**src/rtl/game_pkg.sv**
```systemverilog
// Shared constants, ASCII codes and FSM states for the board frame serializer.
// Optional feature macro: CLEAR_SCREEN_EN (prefixes each frame with ESC[2J ESC[H).
package game_pkg;

  localparam int TILE_W  = 20;
  localparam int SCORE_W = 21;
  localparam int DIGITS  = 7;
  localparam int N_TILES = 16;
  localparam int CONV_W  = (TILE_W > SCORE_W) ? TILE_W : SCORE_W;

  localparam logic [7:0] SPACE = 8'h20;
  localparam logic [7:0] DOT   = 8'h2E;
  localparam logic [7:0] CR    = 8'h0D;
  localparam logic [7:0] LF    = 8'h0A;
  localparam logic [7:0] ESC   = 8'h1B;
  localparam logic [7:0] ZERO  = 8'h30;

`ifdef CLEAR_SCREEN_EN
  localparam int PREFIX_LEN = 7;
`else
  localparam int PREFIX_LEN = 0;
`endif

  localparam int FRAME_LEN = PREFIX_LEN + N_TILES * DIGITS + (N_TILES / 4) * 2
                           + 7 + DIGITS + 2;

  typedef enum logic [2:0] {
    IDLE,
    CONV,
    EMIT,
    ACK,
    DRAIN,
    FIN
  } state_t;

  // Literal text placed ahead of a field: "Score: " before the score,
  // the clear-screen escape sequence before tile 0.
  function automatic logic [7:0] lead_char(input logic is_score, input logic [2:0] idx);
    logic [7:0] c;
    c = SPACE;
    if (is_score) begin
      case (idx)
        3'd0:    c = 8'h53;
        3'd1:    c = 8'h63;
        3'd2:    c = 8'h6F;
        3'd3:    c = 8'h72;
        3'd4:    c = 8'h65;
        3'd5:    c = 8'h3A;
        default: c = SPACE;
      endcase
    end else begin
      case (idx)
        3'd0:    c = ESC;
        3'd1:    c = 8'h5B;
        3'd2:    c = 8'h32;
        3'd3:    c = 8'h4A;
        3'd4:    c = ESC;
        3'd5:    c = 8'h5B;
        default: c = 8'h48;
      endcase
    end
    return c;
  endfunction

endpackage

```
**src/rtl/board_frame_serializer_bin2bcd.sv**
```systemverilog
// Sequential double-dabble binary-to-BCD converter, one input bit per cycle.
// The BCD result is held after valid pulses until the next load.
module bin2bcd
  import game_pkg::*;
#(
  parameter int BIN_W    = CONV_W,
  parameter int N_DIGITS = DIGITS
) (
  input  logic                  clk,
  input  logic                  rst,
  input  logic                  load,
  input  logic [BIN_W-1:0]      bin,
  output logic                  busy,
  output logic                  valid,
  output logic [N_DIGITS*4-1:0] bcd
);

  localparam int CNT_W = $clog2(BIN_W + 1);

  logic [BIN_W-1:0]      shift_q;
  logic [CNT_W-1:0]      cnt_q;
  logic [N_DIGITS*4-1:0] adj;

  // Add 3 to every BCD digit that is 5 or more before the next shift.
  always_comb begin
    adj = bcd;
    for (int d = 0; d < N_DIGITS; d++) begin
      if (bcd[4*d +: 4] >= 4'd5) adj[4*d +: 4] = bcd[4*d +: 4] + 4'd3;
    end
  end

  // Shift one binary bit into the adjusted BCD register per cycle.
  always_ff @(posedge clk or negedge rst) begin
    if (!rst) begin
      shift_q <= '0;
      cnt_q   <= '0;
      bcd     <= '0;
      busy    <= 1'b0;
      valid   <= 1'b0;
    end else if (load) begin
      shift_q <= bin;
      cnt_q   <= CNT_W'(BIN_W);
      bcd     <= '0;
      busy    <= 1'b1;
      valid   <= 1'b0;
    end else if (busy) begin
      bcd     <= {adj[N_DIGITS*4-2:0], shift_q[BIN_W-1]};
      shift_q <= shift_q << 1;
      cnt_q   <= cnt_q - CNT_W'(1);
      if (cnt_q == CNT_W'(1)) begin
        busy  <= 1'b0;
        valid <= 1'b1;
      end
    end else begin
      valid <= 1'b0;
    end
  end

endmodule

```
**src/rtl/board_frame_serializer.sv**
```systemverilog
// Snapshots the 4x4 board and score and streams them as a decimal ASCII text
// frame to a UART through a strobe/busy handshake.
// Optional feature macro: CLEAR_SCREEN_EN (adds the clear-screen prefix).
module board_frame_serializer
  import game_pkg::*;
(
  input  logic                    clk,
  input  logic                    rst,
  input  logic [16*TILE_W-1:0]    board,
  input  logic [SCORE_W-1:0]      score,
  input  logic                    start,
  input  logic                    tx_busy,
  output logic [7:0]              tx_data,
  output logic                    tx_stb,
  output logic                    busy,
  output logic                    done
);

  state_t state, state_next;

  logic [TILE_W-1:0]   snap_tiles [N_TILES];
  logic [SCORE_W-1:0]  snap_score;
  logic [4:0]          item_idx;
  logic [4:0]          char_pos;
  logic [1:0]          ack_cnt;
  logic                cvt_pending;

  logic                capture, cvt_load, emit, ack_step, next_char, next_item;
  logic                is_score;
  logic [4:0]          lead_len, trail_len, last_pos;
  logic [4:0]          field_pos, digit_idx;
  logic [DIGITS*4-1:0] shifted;
  logic [7:0]          cur_char;
  logic [CONV_W-1:0]   cvt_bin;
  logic                cvt_busy, cvt_valid;
  logic [DIGITS*4-1:0] cvt_bcd;

  bin2bcd #(
    .BIN_W   (CONV_W),
    .N_DIGITS(DIGITS)
  ) u_bin2bcd (
    .clk  (clk),
    .rst  (rst),
    .load (cvt_load),
    .bin  (cvt_bin),
    .busy (cvt_busy),
    .valid(cvt_valid),
    .bcd  (cvt_bcd)
  );

  // Each item is an optional literal lead, the numeric field, then an optional CR LF.
  always_comb begin
    is_score  = (item_idx == 5'(N_TILES));
    lead_len  = is_score ? 5'd7 : ((item_idx == 5'd0) ? 5'(PREFIX_LEN) : 5'd0);
    trail_len = (is_score || item_idx[1:0] == 2'd3) ? 5'd2 : 5'd0;
    last_pos  = lead_len + 5'(DIGITS) + trail_len - 5'd1;
    cvt_bin   = is_score ? CONV_W'(snap_score) : CONV_W'(snap_tiles[item_idx[3:0]]);
  end

  // Character at the current position, with leading zeros blanked to spaces.
  always_comb begin
    cur_char  = SPACE;
    field_pos = char_pos - lead_len;
    digit_idx = 5'(DIGITS - 1) - field_pos;
    shifted   = cvt_bcd >> {digit_idx, 2'b00};
    if (char_pos < lead_len) begin
      cur_char = lead_char(is_score, char_pos[2:0]);
    end else if (field_pos < 5'(DIGITS)) begin
      if (field_pos == 5'(DIGITS - 1)) begin
        if (cvt_bcd == '0) cur_char = is_score ? ZERO : DOT;
        else               cur_char = ZERO + {4'h0, shifted[3:0]};
      end else if (shifted != '0) begin
        cur_char = ZERO + {4'h0, shifted[3:0]};
      end
    end else if (field_pos == 5'(DIGITS)) begin
      cur_char = CR;
    end else begin
      cur_char = LF;
    end
  end

  // FSM state register.
  always_ff @(posedge clk or negedge rst) begin
    if (!rst) state <= IDLE;
    else      state <= state_next;
  end

  // Next-state logic and datapath control strobes.
  always_comb begin
    state_next = state;
    capture    = 1'b0;
    cvt_load   = 1'b0;
    emit       = 1'b0;
    ack_step   = 1'b0;
    next_char  = 1'b0;
    next_item  = 1'b0;
    case (state)
      IDLE: begin
        if (start) begin
          capture    = 1'b1;
          state_next = CONV;
        end
      end
      CONV: begin
        cvt_load = !cvt_pending && !cvt_busy;
        if (cvt_valid) state_next = EMIT;
      end
      EMIT: begin
        if (!tx_busy) begin
          emit       = 1'b1;
          state_next = ACK;
        end
      end
      ACK: begin
        if (tx_busy || ack_cnt == 2'd2) state_next = DRAIN;
        else                            ack_step   = 1'b1;
      end
      DRAIN: begin
        if (!tx_busy) begin
          if (char_pos != last_pos) begin
            next_char  = 1'b1;
            state_next = EMIT;
          end else if (is_score) begin
            state_next = FIN;
          end else begin
            next_item  = 1'b1;
            state_next = CONV;
          end
        end
      end
      FIN:     state_next = IDLE;
      default: state_next = IDLE;
    endcase
  end

  // Snapshot, position counters and registered handshake outputs.
  always_ff @(posedge clk or negedge rst) begin
    if (!rst) begin
      for (int i = 0; i < N_TILES; i++) snap_tiles[i] <= '0;
      snap_score  <= '0;
      item_idx    <= '0;
      char_pos    <= '0;
      ack_cnt     <= '0;
      cvt_pending <= 1'b0;
      tx_data     <= '0;
      tx_stb      <= 1'b0;
      busy        <= 1'b0;
      done        <= 1'b0;
    end else begin
      tx_stb <= emit;
      done   <= (state_next == FIN);
      busy   <= (state_next == CONV) || (state_next == EMIT) ||
                (state_next == ACK)  || (state_next == DRAIN);
      if (capture) begin
        for (int i = 0; i < N_TILES; i++) snap_tiles[i] <= board[i*TILE_W +: TILE_W];
        snap_score <= score;
        item_idx   <= '0;
        char_pos   <= '0;
      end
      if (cvt_load)       cvt_pending <= 1'b1;
      else if (cvt_valid) cvt_pending <= 1'b0;
      if (emit) begin
        tx_data <= cur_char;
        ack_cnt <= '0;
      end
      if (ack_step)  ack_cnt  <= ack_cnt + 2'd1;
      if (next_char) char_pos <= char_pos + 5'd1;
      if (next_item) begin
        item_idx <= item_idx + 5'd1;
        char_pos <= '0;
      end
    end
  end

endmodule

```
**config.mk**
```make
export PLATFORM = sky130hd
export DESIGN_NAME = board_frame_serializer
export DESIGN_NICKNAME = d
export VERILOG_FILES = /design/src/rtl/game_pkg.sv /design/src/rtl/board_frame_serializer_bin2bcd.sv /design/src/rtl/board_frame_serializer.sv
export SDC_FILE = /design/constraint.sdc
export NUM_CORES = 1
export LEC_CHECK = 0
export BUFFER_PORTS_ARGS = -buffer_cell sky130_fd_sc_hd__buf_2
export CAP_MARGIN = 5
export CORE_ASPECT_RATIO = 1.25
export CORE_MARGIN = 3
export CORE_UTILIZATION = 51
export CTS_CLUSTER_SIZE = 20
export DETAILED_ROUTE_END_ITERATION = 16
export HOLD_SLACK_MARGIN = 0.02
export PLACE_DENSITY = 0.79
export SLEW_MARGIN = 20
export SYNTH_ARGS = -nofsm -noshare
export SYNTH_HDL_FRONTEND = slang
export SYNTH_SLANG_ARGS = --single-unit
```
**constraint.sdc**
```tcl
create_clock -name clk -period 4.88 [get_ports clk]
set_clock_uncertainty 0.05 [all_clocks]
set_input_delay 0.732 -clock clk [delete_from_list [all_inputs] [get_ports clk]]
set_output_delay 0.732 -clock clk [all_outputs]
set_load 0.1 [all_outputs]
```
==> metrics.cfg, run 1 <==
[power]
p_int_mw = 9.10
clkPwrFrac_pct = 23.3
switchingPower_mw = 5.58
power.leakage_nw = 12.4
switching_share_pct = 38.0
ir_drop_uv = 311
combPwrFrac_pct = 34.3
pwr-share-seq_pct = 42.4
powerDensity_mw_per_mm2 = 600
power_mw = 14.7

[critical_path]
cp.depth = 15
cp_common_cell = inv_1
worstPathArrival_ns = 4.53
crit_buf_inv = 5
critical_path_required_ns = 5.28
critPathMaxFanout = 34
worstPathCellList = inv_1 > ha_1 > nand4bb_1 > inv_1 > buf_4 > fa_1 > inv_1 > ha_1 > buf_4 > xnor3_1 > a2111oi_1 > o21ai_0 > nand4_1 > a21oi_1 > o31ai_1
crit_path_top_delay_cell = a2111oi_1
critPathKind = flop to flop
reg2reg_depth = 15
max_stage_delay_ns = 0.67
startpoint_type = flop
cpLargestDelayFamily = compound AO/OA/AOI/OAI gates
crit_path_end_kind = flop

[sta]
rsz0062_at_grt = no
worst_pin_slew_ns = 1.10
setup_viol = 0
timing.final.crit_period_ns = 4.14
fin_tns_setup_ns = 0
report.final.hold_viol_count = 0
timing.fmax_mhz = 242
maxSlewViolCount = 0
hold_ws_ns = 0.249
slew_headroom_pct = 26.5
min_period_over_period_pct = 84.8

[logic_synthesis]
synth_cells = 2268
ys_ff_latch = 423
yosysUniqueCellTypes = 72
yosys_warnings = 0
syn_area_per_cell_sq_um = 9.19
synth-seq-area-share_pct = 50.8
synth_async_sr_flop_share_pct = 100
synth_area_sq_mm = 0.0208
synth_nets = 2650
synth_edf_count = 0
synth_ff_type = dfrtp_1

[cts]
clockBufferDepth = 3
cts_tree = yes
post_cts_resized = 0
cts_root_buffer = clkbuf_16
htree_num_levels = 2
clk_pin_slew_worst_paths_ns = 0.06
cts_setup_buffers = 0
insertion_delay_ns = 0.55
cts_made_buffers = 42
cts_hold_buf = 0
cts.sinks = 423

[die]
dieArea_sq_mm = 0.0433
die_w_um = 187
start_util_pct = 51.8
rows = 82
core_area_sq_mm = 0.0402
ios = 356
die-height_um = 232

[grt]
grt_pass1_vias = 18100
grt_first_pass_wirelength_mm = 100
grt_max_degree = 199
antenna_found_initial = 4
grt.total_usage_pct = 29.7
grt_overflow_total = 0

[layout]
nNetsFinal = 2924
layout_commonest_cell = nand2_1
regArea_sq_mm = 0.0106
final_cell_mix = 1144 x nand2_1, 420 x dfrtp_1, 353 x buf_2
fillers = 3334
multi_input_area_sq_mm = 0.00954
drive_above_1_share_pct = 22.0
area_delta_synth_final_pct = 17.4

[drt]
routed_wl_mm = 64.9
ant_nets = 0
drt_iter0_markers = 1709
via_per_inst = 5.70
drc = 0
via_count = 17800
wl_per_cell_um = 20.8
first_pass_iters = 5

[place]
place_congestion = 0.928
port-buffer-count = 354
dp_hpwl_mm = 46.4

[status]
status = completed

[job]
cap_violations = 0

[worst_hold_path]
hp-class = primary input to asynchronous set/reset pin

worst paths after layout:
kind                                              from                       endpoint  slack (ns)
setup / recovery               item_idx[1]$_DFFE_PN0P_         tx_data[1]$_DFFE_PN0P_        0.74
hold / removal                                     rst  u_bin2bcd.bcd[20]$_DFFE_PN0P_        0.25
setup reg to reg               item_idx[1]$_DFFE_PN0P_         tx_data[1]$_DFFE_PN0P_        0.74
hold reg to reg            snap_tiles[205]$_DFFE_PN0P_    snap_tiles[205]$_DFFE_PN0P_        0.42
max in group asynchronous                          rst    snap_tiles[165]$_DFFE_PN0P_        3.36
min in group clk                            board[207]    snap_tiles[107]$_DFFE_PN0P_        0.32
registers in the layout, summed over array words and instances, names as in the netlist, 2 cells and up:
register / flops
state: 3
snap_tiles: 320
tx_data: 7
u_bin2bcd.cnt_q: 5
snap_score: 21
u_bin2bcd.shift_q: 21
u_bin2bcd.bcd: 28
ack_cnt: 2
item_idx: 5
char_pos: 5
layer usage:
layer	vias up	global-route usage [%]	wire, um
li1	8040	-	-
met1	8703	34.8	22800
met2	831	50.4	32500
met3	215	4.56	4210
met4	2	20.8	5370
met5	-	0	9
through the flow:
| step | instances | cell area (sq um) | setup WS, ns | util (%) |
|---|---|---|---|---|
| 2_1_floorplan | 2268 | 20800 | 0.348 | - |
| 3_3_place_gp | 3044 | 23000 | 0.788 | 57.2 |
| 3_5_place_dp | 3044 | 23000 | 0.788 | 57.2 |
| 4_1_cts | 3119 | 24500 | 0.754 | 60.8 |
| 5_1_grt | 3120 | 24500 | 0.403 | 60.8 |
| 6_report | 3120 | 24500 | 0.742 | 60.8 |
Yosys cell counts, types with 4 or more instances:
master | instances | area, sq um
nand3_1 | 22 | 110
nand2_1 | 1144 | 4290
a21oi_1 | 48 | 240
o31ai_1 | 9 | 67.6
or4_1 | 6 | 45.0
buf_2 | 12 | 60.1
a31oi_1 | 10 | 62.6
a221o_1 | 20 | 200
or3_1 | 5 | 31.3
nor2_1 | 29 | 109
nor4_1 | 9 | 56.3
inv_1 | 32 | 120
nor2b_1 | 11 | 68.8
a211oi_1 | 4 | 30.0
and2_1 | 4 | 25.0
ha_1 | 36 | 450
xnor2_1 | 12 | 105
nand4_1 | 6 | 37.5
nand2b_1 | 8 | 50.1
o21ai_0 | 74 | 370
clkbuf_1 | 130 | 488
nor3_1 | 27 | 135
mux4_2 | 104 | 2340
a22oi_1 | 4 | 30.0
mux2i_1 | 9 | 90.1
dfrtp_1 | 423 | 10600
power by group through the flow:
stage	clock network (mW)	registers (mW)	logic, mW
floorplan	0	5.93	3.56
global placement	0	6.12	4.77
detailed placement	0	6.19	4.99
CTS	3.46	6.16	5.04
global route	3.60	6.36	5.63
finish	3.42	6.22	5.03
worst reg2reg max path, delay by kind of cell, from the launching register on:
| family | cells | cell delay [ns] |
|---|---|---|
| AO/OA/AOI/OAI | 4 | 1.21 |
| buffers and inverters | 5 | 0.92 |
| adder cells (fa/ha/maj) | 3 | 0.81 |
| flip-flops | 1 | 0.47 |
| XOR/XNOR | 1 | 0.31 |
| AND/OR/NAND/NOR | 2 | 0.28 |
cell type report:
cell class / count / area share, %
well taps: 546 / 2.79
diodes: 1 / 0.0102
multi-input cells: 1663 / 39.0
inverters: 34 / 0.522
flip-flops and latches: 423 / 43.3
repair buffers: 378 / 8.43
clock inverters: 15 / 0.859
clock buffers: 60 / 5.07
cells by family (layout without fill, tap and decap cells):
logic type                 Yosys count  after routing  synth area share [%]
AOI/OAI and AO/OA                  206            206                  6.39
xor gates and xnor gates            16             16                 0.738
adders and majority gates           37             37                  2.26
buffers and inverters              182            487                  3.48
DFF                                423            423                  50.8
muxes                              113            113                  11.7
other                                1              2                0.0180
and+or+nand+nor                   1290           1290                  24.7
(Power assumes the default switching activity.)
==> run 2: changes to the inputs <==
Clock period 4.88 ns to 3.5 ns, I/O delays scaled along.
==> metrics.cfg, run 2 (synthesis results as in run 1) <==
[drt]
via_count = 17800
drt_iter0_markers = 1476
routed_wl_mm = 63.1
drc = 0
via_per_inst = 5.64
wl_per_cell_um = 20.0
first_pass_iters = 7
ant_nets = 0

[critical_path]
worst-r2r-setup-slack_ns = 0.06
worstPathArrival_ns = 3.83
reg2reg_depth = 15
startpoint = item_idx[0]$_DFFE_PN0P_
critical_path_required_ns = 3.89
worstPathCellList = inv_4 > ha_4 > nand4bb_4 > inv_4 > ha_4 > fa_2 > inv_4 > ha_1 > buf_4 > nor4b_2 > a2111oi_4 > o2111a_1 > a211oi_2 > nand2_1 > a41o_1
r2r_start = item_idx[0]$_DFFE_PN0P_
cp_common_cell = inv_4
setup.worst_path.end = tx_data[3]$_DFFE_PN0P_
crit_path_top_delay_cell = fa_2
critPathMaxFanout = 4
max_stage_delay_ns = 0.56
r2r-end = tx_data[3]$_DFFE_PN0P_
crit_path_end_kind = flop
startpoint_type = flop
critPathKind = flop to flop

[die]
ios = 356
dieArea_sq_mm = 0.0433
core_area_sq_mm = 0.0402
die_w_um = 187
rows = 82
die-height_um = 232
start_util_pct = 51.8

[cts]
cts.sinks = 423
clockBufferDepth = 3
htree_num_levels = 2
insertion_delay_ns = 0.55
clk_pin_slew_worst_paths_ns = 0.06
cts_made_buffers = 43
cts_tree = yes
cts_root_buffer = clkbuf_16

[grt]
antenna_found_initial = 2
grt.total_usage_pct = 28.8
grt_pass1_vias = 18100
grtUsageMet1_pct = 34.6
busiest_layer = met2
grt_first_pass_wirelength_mm = 97.9
grtUsageMet2_pct = 50.0
grt_max_degree = 175
grt_overflow_total = 0
use_met3_pct = 4.27

[power]
ir_drop_uv = 439
power.leakage_nw = 12.6
power_mw = 20.4
switchingPower_mw = 7.86
powerDensity_mw_per_mm2 = 824
switching_share_pct = 38.4
clkPwrFrac_pct = 22.7
pwr-share-seq_pct = 42.1
p_int_mw = 12.6
combPwrFrac_pct = 35.2

[place]
placed_cell_area_sq_mm = 0.0233
place_congestion = 0.914
dp_hpwl_mm = 45.6
port-buffer-count = 354

[sta]
maxSlewViolCount = 0
worst_pin_slew_ns = 1.15
timing.fmax_mhz = 291
rsz0062_at_grt = yes
hold_ws_ns = 0.109
timing.final.crit_period_ns = 3.44
report.final.hold_viol_count = 0
slew_headroom_pct = 23.1
setup_viol = 0
min_period_over_period_pct = 98.2

[layout]
regMostFlops = snap_tiles
nNetsFinal = 2951
layout_commonest_cell = nand2_1
area_delta_synth_final_pct = 19.0
biggestRegsByFlops = snap_tiles: 320 flops, u_bin2bcd.bcd: 28 flops
final_area_sq_mm = 0.0248
final_cell_mix = 1144 x nand2_1, 420 x dfrtp_1, 353 x buf_2
largest_reg_flops = 320
drive_above_1_share_pct = 23.6

[worst_hold_path]
min_from = board[218]
hp-class = primary input to flop
min_path_cells = 3

[status]
status = completed

[job]
cap_violations = 0

run 2: worst min-delay path by stage:
stage                                  endpoint  slack [ns]
floorplan                ack_cnt[0]$_DFFE_PN0P_        0.18
global placement     snap_tiles[36]$_DFFE_PN0P_        0.40
detailed placement   snap_tiles[39]$_DFFE_PN0P_        0.41
CTS                 snap_tiles[180]$_DFFE_PN0P_         0.1
global route        snap_tiles[103]$_DFFE_PN0P_        0.11
finish              snap_tiles[118]$_DFFE_PN0P_        0.11
run 2: cell type report:
| class | instances | area (sq um) |
|---|---|---|
| fillers | 3326 | 15400 |
| flip-flops and latches | 423 | 10600 |
| multi-input cells | 1663 | 9690 |
| repair buffers | 404 | 2260 |
| clock buffers | 66 | 1320 |
| well taps | 546 | 683 |
| inverters | 34 | 135 |
| clock inverters | 13 | 114 |
| diodes | 2 | 5.00 |
run 2: power groups by stage:
stage | clock network (mW) | registers [mW] | logic [mW]
2_1_floorplan | 0 | 8.26 | 4.99
3_3_place_gp | 0 | 8.46 | 6.83
3_5_place_dp | 0 | 8.61 | 7.09
4_1_cts | 4.68 | 8.56 | 7.18
5_1_grt | 4.86 | 8.82 | 8.04
6_report | 4.65 | 8.61 | 7.19
run 2: per-stage QoR:
| stage | worst slack (ns) | util [%] | setup TNS [ns] | std cells |
|---|---|---|---|---|
| floorplan | -0.257 | - | -1.05 | 2268 |
| global placement | 0.0118 | 57.8 | 0 | 3065 |
| detailed placement | -0.0153 | 57.8 | -0.0153 | 3065 |
| CTS | -0.0103 | 61.5 | -0.0117 | 3147 |
| global route | -0.00432 | 61.7 | -0.00753 | 3151 |
| finish | 0.0638 | 61.7 | 0 | 3151 |
run 2: metal layers:
metal  vias up  routed length (um)
met5         -                   0
met4         0                4060
met3       201                4010
met2       782               31900
met1      8687               23200
li1       8093                   -
run 2: what timing repair did:
item	4_1_cts	5_1_grt
resized for setup	2	11
buffers inserted	2	2
endpoints found under the setup margin	4	4
hold endpoints to repair	52	0
pin swaps	2	7
hold buffers	1	0
run 2: worst max-delay path, delay by kind of cell (launching register included):
family	cells	cell delay, ns
adders and majority gates	4	1.09
AOI/OAI and AO/OA	4	0.86
and+or+nand+nor	3	0.55
DFF	1	0.44
buffers and inverters	4	0.32
